===== src/rtl/lifo_pkg.sv =====
// Shared definitions for the multi-channel LIFO: width helpers and error codes.
package lifo_pkg;

  // Ceiling log2 for elaboration-time width calculations.
  function automatic int clog2(input int n);
    int r;
    r = 0;
    while ((1 << r) < n) r++;
    return r;
  endfunction

  // Channel index width; at least one bit so a single-channel build still has a port.
  function automatic int ch_width(input int channels);
    return (channels > 1) ? clog2(channels) : 1;
  endfunction

  // Pointer width for a stack of the given depth.
  function automatic int ptr_width(input int depth);
    return (depth > 1) ? clog2(depth) : 1;
  endfunction

  // Occupancy width: must be able to hold the value DEPTH itself.
  function automatic int cnt_width(input int depth);
    return clog2(depth + 1);
  endfunction

  typedef enum logic [1:0] {
    ERR_NONE      = 2'd0,
    ERR_OVERFLOW  = 2'd1,
    ERR_UNDERFLOW = 2'd2
  } err_e;

endpackage


===== src/rtl/lifo_ctx_ctrl.sv =====
// Per-channel stack bookkeeping: write pointer, occupancy, wrap handling and
// the write request / error classification for one already-qualified operation.
module lifo_ctx_ctrl
  import lifo_pkg::*;
#(
  parameter int  DEPTH        = 32,
  parameter int  WRAP_ON_FULL = 0,
  localparam int PTR_W        = ptr_width(DEPTH),
  localparam int CNT_W        = cnt_width(DEPTH)
) (
  input  logic             clk,
  input  logic             reset,
  input  logic             push,
  input  logic             pop,
  input  logic             flush,
  output logic [PTR_W-1:0] top_ptr,
  output logic [PTR_W-1:0] wr_idx,
  output logic             wr_en,
  output logic [CNT_W-1:0] count,
  output logic             full,
  output logic             empty_n,
  output err_e             err
);

  logic [PTR_W-1:0] wr_ptr;
  logic [PTR_W-1:0] ptr_inc;
  logic [PTR_W-1:0] ptr_nxt;
  logic [CNT_W-1:0] cnt_nxt;

  assign full    = (count == CNT_W'(DEPTH));
  assign empty_n = (count != '0);

  // DEPTH need not be a power of two, so both directions wrap explicitly.
  assign ptr_inc = (wr_ptr == PTR_W'(DEPTH - 1)) ? '0 : wr_ptr + PTR_W'(1);
  assign top_ptr = (wr_ptr == '0) ? PTR_W'(DEPTH - 1) : wr_ptr - PTR_W'(1);

  // Decode the operation in priority order: flush, replace, push, pop.
  always_comb begin
    ptr_nxt = wr_ptr;
    cnt_nxt = count;
    wr_en   = 1'b0;
    wr_idx  = wr_ptr;
    err     = ERR_NONE;
    if (flush) begin
      ptr_nxt = '0;
      cnt_nxt = '0;
    end else if (push && pop && empty_n) begin
      // Replace top in place; push+pop on an empty stack falls through to a plain push.
      wr_en  = 1'b1;
      wr_idx = top_ptr;
    end else if (push) begin
      if (!full) begin
        wr_en   = 1'b1;
        ptr_nxt = ptr_inc;
        cnt_nxt = count + CNT_W'(1);
      end else begin
        err = ERR_OVERFLOW;
        if (WRAP_ON_FULL != 0) begin
          // Circular mode: the slot at wr_ptr holds the oldest entry, overwrite it.
          wr_en   = 1'b1;
          ptr_nxt = ptr_inc;
        end
      end
    end else if (pop) begin
      if (empty_n) begin
        ptr_nxt = top_ptr;
        cnt_nxt = count - CNT_W'(1);
      end else begin
        err = ERR_UNDERFLOW;
      end
    end
  end

  // Pointer and occupancy registers, cleared asynchronously.
  always_ff @(posedge clk or posedge reset) begin
    if (reset) begin
      wr_ptr <= '0;
      count  <= '0;
    end else begin
      wr_ptr <= ptr_nxt;
      count  <= cnt_nxt;
    end
  end

endmodule


===== src/rtl/lifo_stack_mc.sv =====
// Multi-channel LIFO stack: CHANNELS independent stacks in one shared
// register array, with per-channel full/empty flags and error reporting.
module lifo_stack_mc
  import lifo_pkg::*;
#(
  parameter int  WIDTH        = 32,
  parameter int  DEPTH        = 32,
  parameter int  CHANNELS     = 2,
  parameter int  WRAP_ON_FULL = 0,
  localparam int CH_W         = ch_width(CHANNELS),
  localparam int PTR_W        = ptr_width(DEPTH),
  localparam int CNT_W        = cnt_width(DEPTH)
) (
  input  logic                clk,
  input  logic                reset,
  input  logic [CH_W-1:0]     ch_sel,
  input  logic                push,
  input  logic [WIDTH-1:0]    push_data,
  input  logic                pop,
  input  logic                flush,
  output logic [WIDTH-1:0]    tos,
  output logic [CNT_W-1:0]    count,
  output logic [CHANNELS-1:0] empty_n,
  output logic [CHANNELS-1:0] full,
  output logic                overflow,
  output logic                underflow,
  output logic [CH_W-1:0]     err_ch
);

  localparam int ENTRIES = CHANNELS * DEPTH;
  localparam int ADDR_W  = ptr_width(ENTRIES);

  // Flat address of slot idx in channel ch's region.
  function automatic logic [ADDR_W-1:0] mem_addr(input logic [CH_W-1:0] ch,
                                                 input logic [PTR_W-1:0] idx);
    return ADDR_W'(int'(ch) * DEPTH + int'(idx));
  endfunction

  logic [WIDTH-1:0] mem [ENTRIES];

  logic [PTR_W-1:0] top_ptr_a [CHANNELS];
  logic [PTR_W-1:0] wr_idx_a  [CHANNELS];
  logic             wr_en_a   [CHANNELS];
  logic [CNT_W-1:0] count_a   [CHANNELS];
  err_e             err_a     [CHANNELS];

  logic             sel_wr_en;
  logic [PTR_W-1:0] sel_wr_idx;
  logic [PTR_W-1:0] sel_top;
  logic [CNT_W-1:0] sel_cnt;
  err_e             sel_err;
  logic [ADDR_W-1:0] wr_addr;
  logic [ADDR_W-1:0] rd_addr;

  // Only the addressed channel sees the strobes, so the others hold state.
  for (genvar c = 0; c < CHANNELS; c++) begin : g_ch
    logic sel;
    assign sel = (ch_sel == CH_W'(c));

    lifo_ctx_ctrl #(
      .DEPTH        (DEPTH),
      .WRAP_ON_FULL (WRAP_ON_FULL)
    ) u_ctrl (
      .clk     (clk),
      .reset   (reset),
      .push    (push & sel),
      .pop     (pop & sel),
      .flush   (flush & sel),
      .top_ptr (top_ptr_a[c]),
      .wr_idx  (wr_idx_a[c]),
      .wr_en   (wr_en_a[c]),
      .count   (count_a[c]),
      .full    (full[c]),
      .empty_n (empty_n[c]),
      .err     (err_a[c])
    );
  end

  // Pick the addressed channel's controls; an out-of-range ch_sel selects nothing.
  always_comb begin
    sel_wr_en  = 1'b0;
    sel_wr_idx = '0;
    sel_top    = '0;
    sel_cnt    = '0;
    sel_err    = ERR_NONE;
    for (int c = 0; c < CHANNELS; c++) begin
      if (ch_sel == CH_W'(c)) begin
        sel_wr_en  = wr_en_a[c];
        sel_wr_idx = wr_idx_a[c];
        sel_top    = top_ptr_a[c];
        sel_cnt    = count_a[c];
        sel_err    = err_a[c];
      end
    end
  end

  assign wr_addr = mem_addr(ch_sel, sel_wr_idx);
  assign rd_addr = mem_addr(ch_sel, sel_top);

  // Shared storage; contents are deliberately not reset.
  always_ff @(posedge clk) begin
    if (sel_wr_en) mem[wr_addr] <= push_data;
  end

  // Read is combinational from registered state so a write is visible right after its edge.
  assign tos   = (sel_cnt != '0) ? mem[rd_addr] : '0;
  assign count = sel_cnt;

  // Error pulses last one cycle; err_ch remembers the channel of the latest error.
  always_ff @(posedge clk or posedge reset) begin
    if (reset) begin
      overflow  <= 1'b0;
      underflow <= 1'b0;
      err_ch    <= '0;
    end else begin
      overflow  <= (sel_err == ERR_OVERFLOW);
      underflow <= (sel_err == ERR_UNDERFLOW);
      if (sel_err != ERR_NONE) err_ch <= ch_sel;
    end
  end

endmodule


===== config.mk =====
export PLATFORM = sky130hd
export DESIGN_NAME = lifo_stack_mc
export DESIGN_NICKNAME = d
export VERILOG_FILES = /design/src/rtl/lifo_pkg.sv /design/src/rtl/lifo_ctx_ctrl.sv /design/src/rtl/lifo_stack_mc.sv
export SDC_FILE = /design/constraint.sdc
export NUM_CORES = 2
export LEC_CHECK = 0
export CAP_MARGIN = 20
export CORE_MARGIN = 2
export CORE_UTILIZATION = 45
export CTS_CLUSTER_SIZE = 25
export DETAILED_ROUTE_END_ITERATION = 8
export GPL_TIMING_DRIVEN = 0
export PLACE_DENSITY = 0.71
export SETUP_SLACK_MARGIN = 0.3
export SKIP_LAST_GASP = 1
export SLEW_MARGIN = 20
export SYNTH_ARGS = -nofsm -noshare
export SYNTH_HDL_FRONTEND = slang
export SYNTH_SLANG_ARGS = --single-unit

===== constraint.sdc =====
create_clock -name clk -period 4.55 [get_ports clk]
set_input_delay 0.6825 -clock clk [delete_from_list [all_inputs] [get_ports clk]]
set_output_delay 0.6825 -clock clk [all_outputs]
set_load 0.02 [all_outputs]

==> impl_metrics.toml <==
[status]
outcome = "finished with violations"
failed_checks = "negative setup slack"

[critical_path]
worst_path_max_delay_cell = "dfrtp_1"
worst_setup_path_start_kind = "flop"
critPathLaunch = "g_ch[1].u_ctrl.wr_ptr[0]"
arrival_ns = 4.65
reg2reg_from = "g_ch[0].u_ctrl.wr_ptr[0]"
crit_buf_inv = 11
worstPathMaxFanout = 10
critPathMaxStageDelay_ns = 0.39
crit_family = "buffers and inverters"
cp-end-kind = "output pin"
worst_ep_required_time_ns = 3.87
cp_cell_sequence = "buf_6 > inv_2 > ha_4 > buf_6 > nor4b_4 > buf_6 > a2bb2oi_4 > buf_12 > buf_12 > buf_16 > buf_16 > buf_12 > nand2_1 > a211oi_4 > buf_4 > a21oi_1 > o2111ai_4 > a32o_2 > buf_4"
crit_type = "reg -> out"

[floorplan]
dieArea_sq_um = 188900
start_util = 0.4515
ios = 83
rows = 158
die_h_microns = 434.6
die_w_microns = 434.6
core_area_sq_um = 184800

[timing]
rsz0062_at_grt = "yes"
setup_violations = 32
max_freq_mhz = 187.7
post-route-period-util = 1.171
slew_headroom = 0.2079
slew_viol_final = 0
worst_slew_pin_slew_ns = 1.188
fin_crit_ns = 5.329
hold_viol = 0
finalWorstSetupSlack_ns = -0.7788
fin_worst_skew_ns = 0.05277

[placed_design]
dp_worst_setup_slack_ns = -3.696
numPlacedInstances = 8568
place_hpwl_microns = 207000
place_congestion = 1.025
io_buffers = 81

[global_route]
grt_pass1_vias = 55340
antenna_found_initial = 15
grt-ovfl-total = 0
track_usage = 0.3227
grt_max_degree = 65
grt_pass1_wl_microns = 423700

[synthesis]
ys_seq_area_frac = 0.7444
synthFlopType = "edfxtp_1"
synth_top_cell_area_share = 0.7369
syn_area_sq_um = 83450
ys_types = 77
synth_enable_flop_cells = 2048
synth_largest_area_cell = "edfxtp_1"
synthCells = 5895
synth.area.top_cells = "edfxtp_1 (74%), nand2_1 (5.9%), mux2i_1 (2.8%)"
ys_warn_count = 0
synth_area_per_cell_sq_um = 14.16
synth-seq-cells = 2073
synth_fp_nets = 5949
async_reset_ff_frac = 0.01206

[routing]
viasPerCell = 6.470
drt_iter0_drc = 10520
wl_microns = 315100
vias = 59720
wire_per_inst_microns = 34.14
drc = 0
drt_pass1_iterations = 9
ant_nets = 0

[clock_tree]
cts_buffers = 196
ctsHtreeMaxLevel = 4
cts_sinks = 2073
cts_tree = "built"
cts_hold_buf = 0
cts_root_buffer = "clkbuf_16"
clock_path_buffers = 3
clk_pin_slew_ns = 0.06
clock_latency_ns = 0.87

[worst_hold_path]
hold_path_class = "in -> reg"
hp-start = "push_data[31]"

[finish]
drive_above_1_share = 0.2519
area_delta_synth_final_pct = 25.51
final_cell_count_no_fill = 9229
post-route-util = 0.5667
nNetsFinal = 6626

[job]
cap_violations = 0
==> kinds of logic after synthesis <==
logic type,share of synthesized area
DFF,0.7444
buffers and inverters,0.02432
muxes,0.03051
AOI/OAI and AO/OA,0.09664
and+or+nand+nor,0.09924
xor gates and xnor gates,0.002294
adders and majority gates,0.002579
==> stage by stage <==
step	TNS, ns	instance area (sq um)	hold WS (ns)
6_report	-19.13	104700	0.07800
3_5_place_dp	-1808.36	90410	0.4892
3_3_place_gp	-5569.66	87370	0.4713
5_1_grt	-19.73	104700	0.06033
4_1_cts	-17.70	102300	0.06148
2_1_floorplan	0	83450	0.5061
==> final cells by class <==
cell class / count / area, sq um
well taps: 2480 / 3103
clock buffers: 245 / 5162
inverters: 28 / 110.1
diodes: 8 / 20.02
repair buffers: 479 / 6694
multi-input cells: 3378 / 23120
clock inverters: 122 / 1090
fillers: 13780 / 80100
plain buffers: 416 / 3314
flip-flops and latches: 2073 / 62130
==> synthesized netlist by cell type (6+ instances only) <==
cell / n
o21ai_1: 15
o31ai_1: 7
o2111a_1: 29
nand2_1: 1320
and3_1: 95
o22ai_1: 24
a311oi_1: 33
a21oi_1: 237
dfrtp_1: 25
o221a_2: 67
nor2_1: 87
o21ai_0: 184
edfxtp_1: 2048
clkbuf_1: 230
nand4_1: 6
mux2_2: 15
buf_6: 18
a221oi_1: 93
a32oi_1: 7
nor3_1: 8
buf_1: 60
a32o_1: 94
nand3_1: 416
o32ai_1: 8
xor2_1: 6
xnor2_1: 14
buf_4: 19
a31oi_1: 124
a22oi_1: 30
mux2i_1: 233
buf_2: 86
o211ai_1: 29
a22o_1: 7
a211oi_1: 104
ha_1: 14
inv_1: 25
==> worst paths after layout <==
| check | endpoint | slack, ns | cells after the start |
|---|---|---|---|
| setup / recovery | tos[27] | -0.78 | 19 |
| hold / removal | mem[13][31] | 0.08 | 1 |
| setup reg to reg | mem[13][10] | 0.13 | 13 |
| hold reg to reg | err_ch | 0.49 | 2 |
| max in group asynchronous | g_ch[0].u_ctrl.wr_ptr[1] | 3.90 | 2 |
| min in group asynchronous | g_ch[1].u_ctrl.wr_ptr[3] | 0.23 | 2 |
==> layer usage <==
metal	global-route usage	share of wire	vias to the layer above
met5	0	0.00027	-
met4	0.2290	0.086	10
met3	0.1136	0.16	1101
met2	0.4683	0.42	5117
met1	0.4027	0.33	29450
li1	-	-	24040
==> cell usage in the layout, fill, tap and decap left out, types with 94 or more instances in the layout <==
cell / n
a31oi_1: 94
edfxtp_1: 2048
mux2i_1: 215
clkbuf_1: 95
nand2_1: 1283
buf_4: 268
clkbuf_2: 109
o21ai_0: 98
buf_12: 145
clkbuf_16: 206
nand3_1: 378
a21oi_1: 211
==> repair_timing <==
item / in CTS / in global routing
pin swaps: 152 / 165
endpoints found under the setup margin: 2054 / 1571
resized for setup: 1279 / 243
buffers inserted: 125 / 144
endpoints found under the hold margin: 0 / 0
cloned: 12 / 5
==> registers in the layout, indices dropped and copies added, names as in the netlist <==
name                cells
underflow               1
mem                  2048
err_ch                  1
overflow                1
g_ch.u_ctrl.count      12
g_ch.u_ctrl.wr_ptr     10
==> worst register-to-register path, delay by kind of cell (launching register included) <==
kind / cells / cell delay [ns]
and+or+nand+nor: 4 / 2.26
buffers and inverters: 6 / 0.98
DFF: 1 / 0.40
xor gates and xnor gates: 1 / 0.19
AOI/OAI and AO/OA: 1 / 0.15
adders and majority gates: 1 / 0.11
Power is not shown: default switching activity piles up to over one toggle a cycle in this logic, so the estimate is an artifact.
